File: config.mk
export PLATFORM = sky130hd
export DESIGN_NAME = processor_8085_multi
export DESIGN_NICKNAME = d
export VERILOG_FILES = /design/src/rtl/processor_8085_multi.sv
export SDC_FILE = /design/constraint.sdc
export NUM_CORES = 1
export LEC_CHECK = 0
export BUFFER_PORTS_ARGS = -buffer_cell sky130_fd_sc_hd__buf_2
export CORE_AREA = 2 2 39 41
export DETAILED_ROUTE_END_ITERATION = 10
export DIE_AREA = 0 0 41 43
export SYNTH_ARGS = -nofsm -noshare
export SYNTH_HDL_FRONTEND = slang
export SYNTH_SLANG_ARGS = --single-unit
File: constraint.sdc
create_clock -name clk -period 3.05 [get_ports clk]
set_input_delay 0.1525 -clock clk [delete_from_list [all_inputs] [get_ports clk]]
set_output_delay 0.1525 -clock clk [all_outputs]
set_load 0.005 [all_outputs]
File: src/rtl/processor_8085_multi.sv
// Multi-cycle 8085-style core: FETCH/DECODE/EXECUTE sequencer with internal
// program memory and register file, run/stall control and a HALT state.
module processor_8085_multi #(
  parameter int DW     = 8,
  parameter int NREG   = 7,
  parameter int RAW    = 3,
  parameter int PAW    = 5,
  parameter int PDEPTH = 32
) (
  input  logic          clk,
  input  logic          rst_n,
  input  logic          run,
  output logic [DW-1:0] ACC,
  output logic          cy,
  output logic          z,
  output logic [PAW-1:0] pc,
  output logic          halted,
  output logic          instr_done
);

  typedef enum logic [1:0] {FETCH, DECODE, EXECUTE, HALT} state_t;

  localparam logic [3:0] OP_NOP = 4'h0, OP_MOVAR = 4'h1, OP_MOVRA = 4'h2, OP_MVI = 4'h3,
                         OP_ADD = 4'h4, OP_ADC = 4'h5, OP_SUB = 4'h6, OP_ANA = 4'h7,
                         OP_ORA = 4'h8, OP_XRA = 4'h9, OP_INR = 4'hA, OP_DCR = 4'hB,
                         OP_JMP = 4'hC, OP_JZ = 4'hD, OP_JC = 4'hE, OP_HLT = 4'hF;

  logic [DW+3:0] pmem [0:PDEPTH-1];
  logic [DW-1:0] regfile_8085 [0:NREG-1];

  state_t         state, state_next;
  logic [DW+3:0]  ir, fetch_word;
  logic [DW-1:0]  opr, operand;
  logic [3:0]     op;
  logic [DW-1:0]  imm;
  logic [RAW-1:0] ridx;
  logic [PAW-1:0] target;
  logic           ridx_ok;

  logic [DW-1:0]  acc_next;
  logic           cy_next, z_next, reg_we;
  logic [PAW-1:0] pc_next;
  logic [DW:0]    sum;

  assign op      = ir[DW+3:DW];
  assign imm     = ir[DW-1:0];
  assign ridx    = imm[RAW-1:0];
  assign target  = imm[PAW-1:0];
  assign ridx_ok = int'(ridx) < NREG;

  // Addresses beyond the populated memory fetch as NOP
  always_comb begin
    fetch_word = '0;
    if (int'(pc) < PDEPTH) fetch_word = pmem[pc];
  end

  always_comb begin
    operand = '0;
    if (ridx_ok) operand = regfile_8085[ridx];
  end

  always_comb begin
    state_next = state;
    case (state)
      FETCH:   state_next = DECODE;
      DECODE:  state_next = EXECUTE;
      EXECUTE: state_next = (op == OP_HLT) ? HALT : FETCH;
      HALT:    state_next = HALT;
      default: state_next = FETCH;
    endcase
  end

  // Flags consumed here are the registered values from before this EXECUTE
  always_comb begin
    acc_next = ACC;
    cy_next  = cy;
    z_next   = z;
    pc_next  = pc;
    reg_we   = 1'b0;
    sum      = '0;
    case (op)
      OP_NOP:   ;
      OP_MOVAR: acc_next = opr;
      OP_MOVRA: reg_we = ridx_ok;
      OP_MVI:   acc_next = imm;
      OP_ADD: begin
        sum = {1'b0, ACC} + {1'b0, opr};
        {cy_next, acc_next} = sum;
        z_next = (sum[DW-1:0] == '0);
      end
      OP_ADC: begin
        sum = {1'b0, ACC} + {1'b0, opr} + {{DW{1'b0}}, cy};
        {cy_next, acc_next} = sum;
        z_next = (sum[DW-1:0] == '0);
      end
      OP_SUB: begin
        sum = {1'b0, ACC} - {1'b0, opr};
        {cy_next, acc_next} = sum;
        z_next = (sum[DW-1:0] == '0);
      end
      OP_ANA: begin
        acc_next = ACC & opr;
        cy_next  = 1'b0;
        z_next   = ((ACC & opr) == '0);
      end
      OP_ORA: begin
        acc_next = ACC | opr;
        cy_next  = 1'b0;
        z_next   = ((ACC | opr) == '0);
      end
      OP_XRA: begin
        acc_next = ACC ^ opr;
        cy_next  = 1'b0;
        z_next   = ((ACC ^ opr) == '0);
      end
      OP_INR: begin
        acc_next = ACC + DW'(1);
        z_next   = (acc_next == '0);
      end
      OP_DCR: begin
        acc_next = ACC - DW'(1);
        z_next   = (acc_next == '0);
      end
      OP_JMP:   pc_next = target;
      OP_JZ:    if (z)  pc_next = target;
      OP_JC:    if (cy) pc_next = target;
      OP_HLT:   ;
      default:  ;
    endcase
  end

  always_ff @(posedge clk) begin
    if (!rst_n) begin
      state      <= FETCH;
      pc         <= '0;
      ACC        <= '0;
      cy         <= 1'b0;
      z          <= 1'b0;
      halted     <= 1'b0;
      instr_done <= 1'b0;
      ir         <= '0;
      opr        <= '0;
    end else begin
      instr_done <= 1'b0;
      if (run) begin
        state <= state_next;
        case (state)
          FETCH: begin
            ir <= fetch_word;
            pc <= pc + PAW'(1);
          end
          DECODE: opr <= operand;
          EXECUTE: begin
            ACC        <= acc_next;
            cy         <= cy_next;
            z          <= z_next;
            pc         <= pc_next;
            instr_done <= 1'b1;
            if (op == OP_HLT) halted <= 1'b1;
          end
          default: ;
        endcase
      end
    end
  end

  // Register file is deliberately not cleared by reset
  always_ff @(posedge clk) begin
    if (rst_n && run && state == EXECUTE && reg_we)
      regfile_8085[ridx] <= ACC;
  end

endmodule
* Word-level counts from Yosys, hierarchy flattened
Memory sizes are Yosys's and may differ from the RTL's. A register that Yosys moved wholly into a read port is not among the register bits.
Cells that the tools add are included.
** Storage, ports and cells
- Bits in registers :: 39
- Bits in latches :: 0
- Bits in writable memories :: 56
- Bits in read-only memories :: 0
- Input port bits :: 3
- Output and inout port bits :: 17
- Logic and storage cells :: 82
- Memories :: 1
** Cells by class
- Add/subtract/negate cells :: 6
- $mul :: 0
- Div/mod/pow operators :: 0
- Order comparisons :: 1
- Eq/ne operators :: 21
- Shift operators :: 0
- Mux-type cells :: 16
- Bitwise logic cells :: 3
- Reduce and logical (&&, ||, !) cells :: 25
** Memories
- regfile_8085 :: depth 7, bits a word 8, rd ports 1, clocked after Yosys merged registers in 1, write ports 1, line 29 : logic [DW-1:0] regfile_8085 [0:NREG-1];
** Operators with widths (number)
- one-hot mux 8 bit (10 select lines) :: 1
- logical NOT 8 bit :: 8
- equality test 4 bit (second input constant) :: 8
- equality test 4 x 3 -> 1 bit (second input constant) :: 4
- one-hot mux 5 bit (3 select lines) :: 1
- AND reduction 3 bit :: 4
- two-way mux 5 bit :: 2
- one-hot mux 5 bit (2 select lines) :: 1
- nonzero test 10 bit :: 1
- adder 8 x 8 -> 9 bit :: 1
- adder 9 x 1 -> 9 bit :: 1
- subtractor 8 x 8 -> 9 bit :: 1
- adder 8 x 1 -> 8 bit (second input constant) :: 1
- AND 8 bit :: 1
- equality test 4 x 2 -> 1 bit (second input constant) :: 2
- two-way mux 8 bit :: 1
- OR 8 bit :: 1
- one-hot mux 1 bit (8 select lines) :: 1
- one-hot mux 2 bit (4 select lines) :: 1
- nonzero test 8 bit :: 1
- subtractor 8 x 1 -> 8 bit (second input constant) :: 1
- XOR 8 bit :: 1
- two-way mux 3 bit :: 2
- != test 3 bit (second input constant) :: 2
- 16 further kinds :: 24

* Longest topological paths before layout
- Depth after elaboration :: 5
- Gate-level depth with buffers :: 5
- Mapped depth without buffers :: 5

* Worst setup path before layout
OpenSTA, ideal clock, no wires.
- Path type :: register to register
- Start :: register state[0]
- End :: register pc[3]
- Setup time :: 0.070 ns
- Data arrival time :: 1.181 ns
- Required time :: 2.980 ns
- Path slack :: 1.799 ns
- Cell stages (with the launch flop) :: 6
- Path buffers :: 0
- Clock period less this slack :: 1.251 ns
- Cell sequence :: dfxtp_1 inv_1 ha_1 nand3_2 or3_1 a21oi_1
** On the way
- Cells in the longest elaborated chain, start to end :: 3
- Elaborated cells on any way between the ends :: 8
- Classes of those cells :: eq/ne: 4; mux: 1; reduce/logical: 3
** Ends and longest elaborated chain
- from (decl) :: line 31 : state_t state, state_next;
- from (signal assigned) :: line 146 : state <= state_next;
- equality test 2 bit / logical NOT 2 bit (equally long branches) :: line 147 : case (state)
- != test 4 x 1 -> 1 bit (no line) (tied with other cells)
- AND reduction 5 bit (no line)
- to (signal assigned) :: line 150 : pc <= pc + PAW'(1);
- to (signal assigned) :: line 157 : pc <= pc_next;
- to (decl) :: line 16 : output logic [PAW-1:0] pc,
Parallel ways exist; a longest one is shown, timed or not.
A chain may end at the register's enable or synchronous reset.

* Worst setup path in the final report
Ends and elaborated chain as after synthesis.

==> impl_metrics.tcl <==
set metrics [dict create \
    synth_area_leaders "dfxtp_1 (34%), buf_4 (17%), ha_1 (13%), nand2_1 (4.7%), xor2_1 (3.7%)" \
    postCtsSetupBuffers 0 \
    crit_fanout 6 \
    p_leak_nw 0.260 \
    fin_ws_ns 1.67 \
    clk_pin_slew_ns 0.06 \
    synth_most_common_cell "buf_4" \
    fin_crit_sh_pct 45.2 \
    ctsResizeCount 0 \
    antenna_found_initial 0 \
    timing.max_cap.violations 0 \
    period_minus_slack_ns 1.38 \
    vdd_drop_max_mv 0.214 \
    io_buffers 8 \
    fin_hold_ws_ns 0.154 \
    ant_nets 0 \
    final_util_pct 36.4 \
    wl_per_cell_microns 8.78 \
    clock-sinks 8 \
    vias_per_cell 4.18 \
    yosys-top-cells-count "buf_4 (11), dfxtp_1 (8), nand2_1 (6)" \
    hold_depth 2 \
    synth_seq_area_share_pct 33.5 \
    ys_ff_latch 8 \
    cts_max_path_buffers 2 \
    clock-root-buffer "clkbuf_4" \
    r2r_end "pc[3]" \
    critical_path_class "reg2reg" \
    cts_hold_buf 0 \
    reg2reg_from "state[0]" \
    dp_hpwl_microns 523 \
    std_cell_rows 14 \
    start_util_pct 34.5 \
    cts_max_level 1 \
    drc 0 \
    grt_pass1_wl_microns 1040 \
    endpoint_kind "flip-flop" \
    synthCells 54 \
    worstSetupStartpointType "flip-flop" \
    gp_congestion 0.705 \
    critPathRequiredTime_ns 3.24 \
    syn_area_sq_um 478 \
    die_y_microns 43 \
    synth_area_per_cell_sq_um 8.85 \
    drtIter0Drc 4 \
    vias 330 \
    track_usage_pct 9.27 \
    setup_viol 0 \
    synth_largest_area_cell "dfxtp_1" \
    drtPass1Iterations 2 \
    ys_async_sr_fraction_pct 0 \
    cts_buffers 3 \
    synth_edf_count 0 \
    grt_pass1_vias 255 \
    num-nets-final 73 \
    reg2reg_depth 5 \
    area_growth_pct 5.50 \
    rrSetupSlack_ns 1.67 \
    wl_microns 694 \
    min_path_type "in2reg" \
    max_freq_mhz 726 \
    status "completed" \
    layout-drive-gt1-share_pct 19.0 \
    tns_ns 0 \
    fp.dieW_microns 41 \
    num_io_pins 20 \
    clk_latency_ns 0.26 \
    min_to "state[1]" \
    synth_warnings 0 \
    rsz0062_at_grt "no" \
    cp.arrival_ns 1.57 \
    hold_start "rst_n" \
    design_area_sq_um 504 \
    finalHoldViolCount 0 \
    synth.top_cell.area_share_pct 33.5 \
    cts_tree "built" \
    slew_violations 0 \
    placed_area_sq_um 482 \
    grt_overflow 0 \
    synth_ff_type "dfxtp_1" \
    pre_cts_slack_ns 1.69 \
    grt_start_max_net_pins 10 \
    diodes 0 \
    power_density_nw_per_um2 443 \
    clock_skew_ns 0.00396 \
    die_area_sq_um 1760 \
    core_sq_um 1380 \
    synth_cell_types 19 \
]
-- through the flow --
step	std cells	total power (W)
after detailed placement	76	0.000144
after CTS	79	0.000226
final	79	0.000224
after floorplan	64	0.000147
after global placement	76	0.000143
after global routing	79	0.000233
-- per-layer routing --
layer,share of wire [%],up-vias,GRT usage [%],routed length (microns)
met5,0,-,0,0
met4,0,0,4.00,0
met3,10,0,7.85,70
met2,44,14,10.6,308
met1,46,144,12.1,316
li1,-,172,-,-
-- cell type report --
cell class | count | area [sq um]
fillers | 155 | 880
multi-input cells | 42 | 254
flip-flops and latches | 8 | 160
repair buffers | 8 | 40.0
clock buffers | 3 | 22.5
well taps | 16 | 20.0
inverters | 2 | 7.51
-- worst max-delay path by stage --
stage / startpoint / end / slack [ns] / cells after the start
final: state[0] / pc[3] / 1.67 / 5
after global routing: state[0] / pc[3] / 1.56 / 5
after CTS: state[0] / pc[3] / 1.68 / 5
after detailed placement: state[0] / pc[3] / 1.69 / 5
after global placement: state[0] / pc[3] / 1.72 / 5
after floorplan: state[0] / pc[3] / 1.80 / 5
-- layout by cell type, fill, tap and decap left out --
cell,count
inv_1,2
nand3_2,1
and3_1,1
conb_1,11
and2_1,1
nor2_1,2
dfxtp_1,8
a21oi_1,3
clkbuf_4,3
o211a_1,1
nand3_1,3
nand2_1,6
o21ai_0,2
mux2i_1,1
ha_1,5
or3_1,2
buf_2,8
o21bai_1,1
xor2_1,2
-- cell families after synthesis --
family                   count (synthesis)  share of synthesized area, %
AND/OR/NAND/NOR                         16                          16.8
buffers and inverters                   14                          21.2
flip-flops                               8                          33.5
AO/OA/AOI/OAI                            7                          8.90
adder cells (fa/ha/maj)                  5                          13.1
XOR/XNOR                                 2                          3.67
other                                    1                         0.785
multiplexers                             1                          2.09
-- flip-flops by register name, indices dropped and copies added, names as in the netlist --
signal,cells
pc,5
state,2
instr_done,1
-- report_power, final --
part	internal, W	leakage [nW]	switching (W)
Sequential	0.000109	0.0651	0.00000486
Combinational	0.0000110	0.181	0.0000165
Clock	0.0000451	0.0138	0.0000368
-- critical path, stage by stage, from the launching register on --
cell and delay [ns]:
dfxtp_1 0.34, inv_1 0.09, ha_1 0.28, nand3_2 0.12, or3_1 0.35, a21oi_1 0.13
No activity file was read; power rests on OpenSTA's default activity.
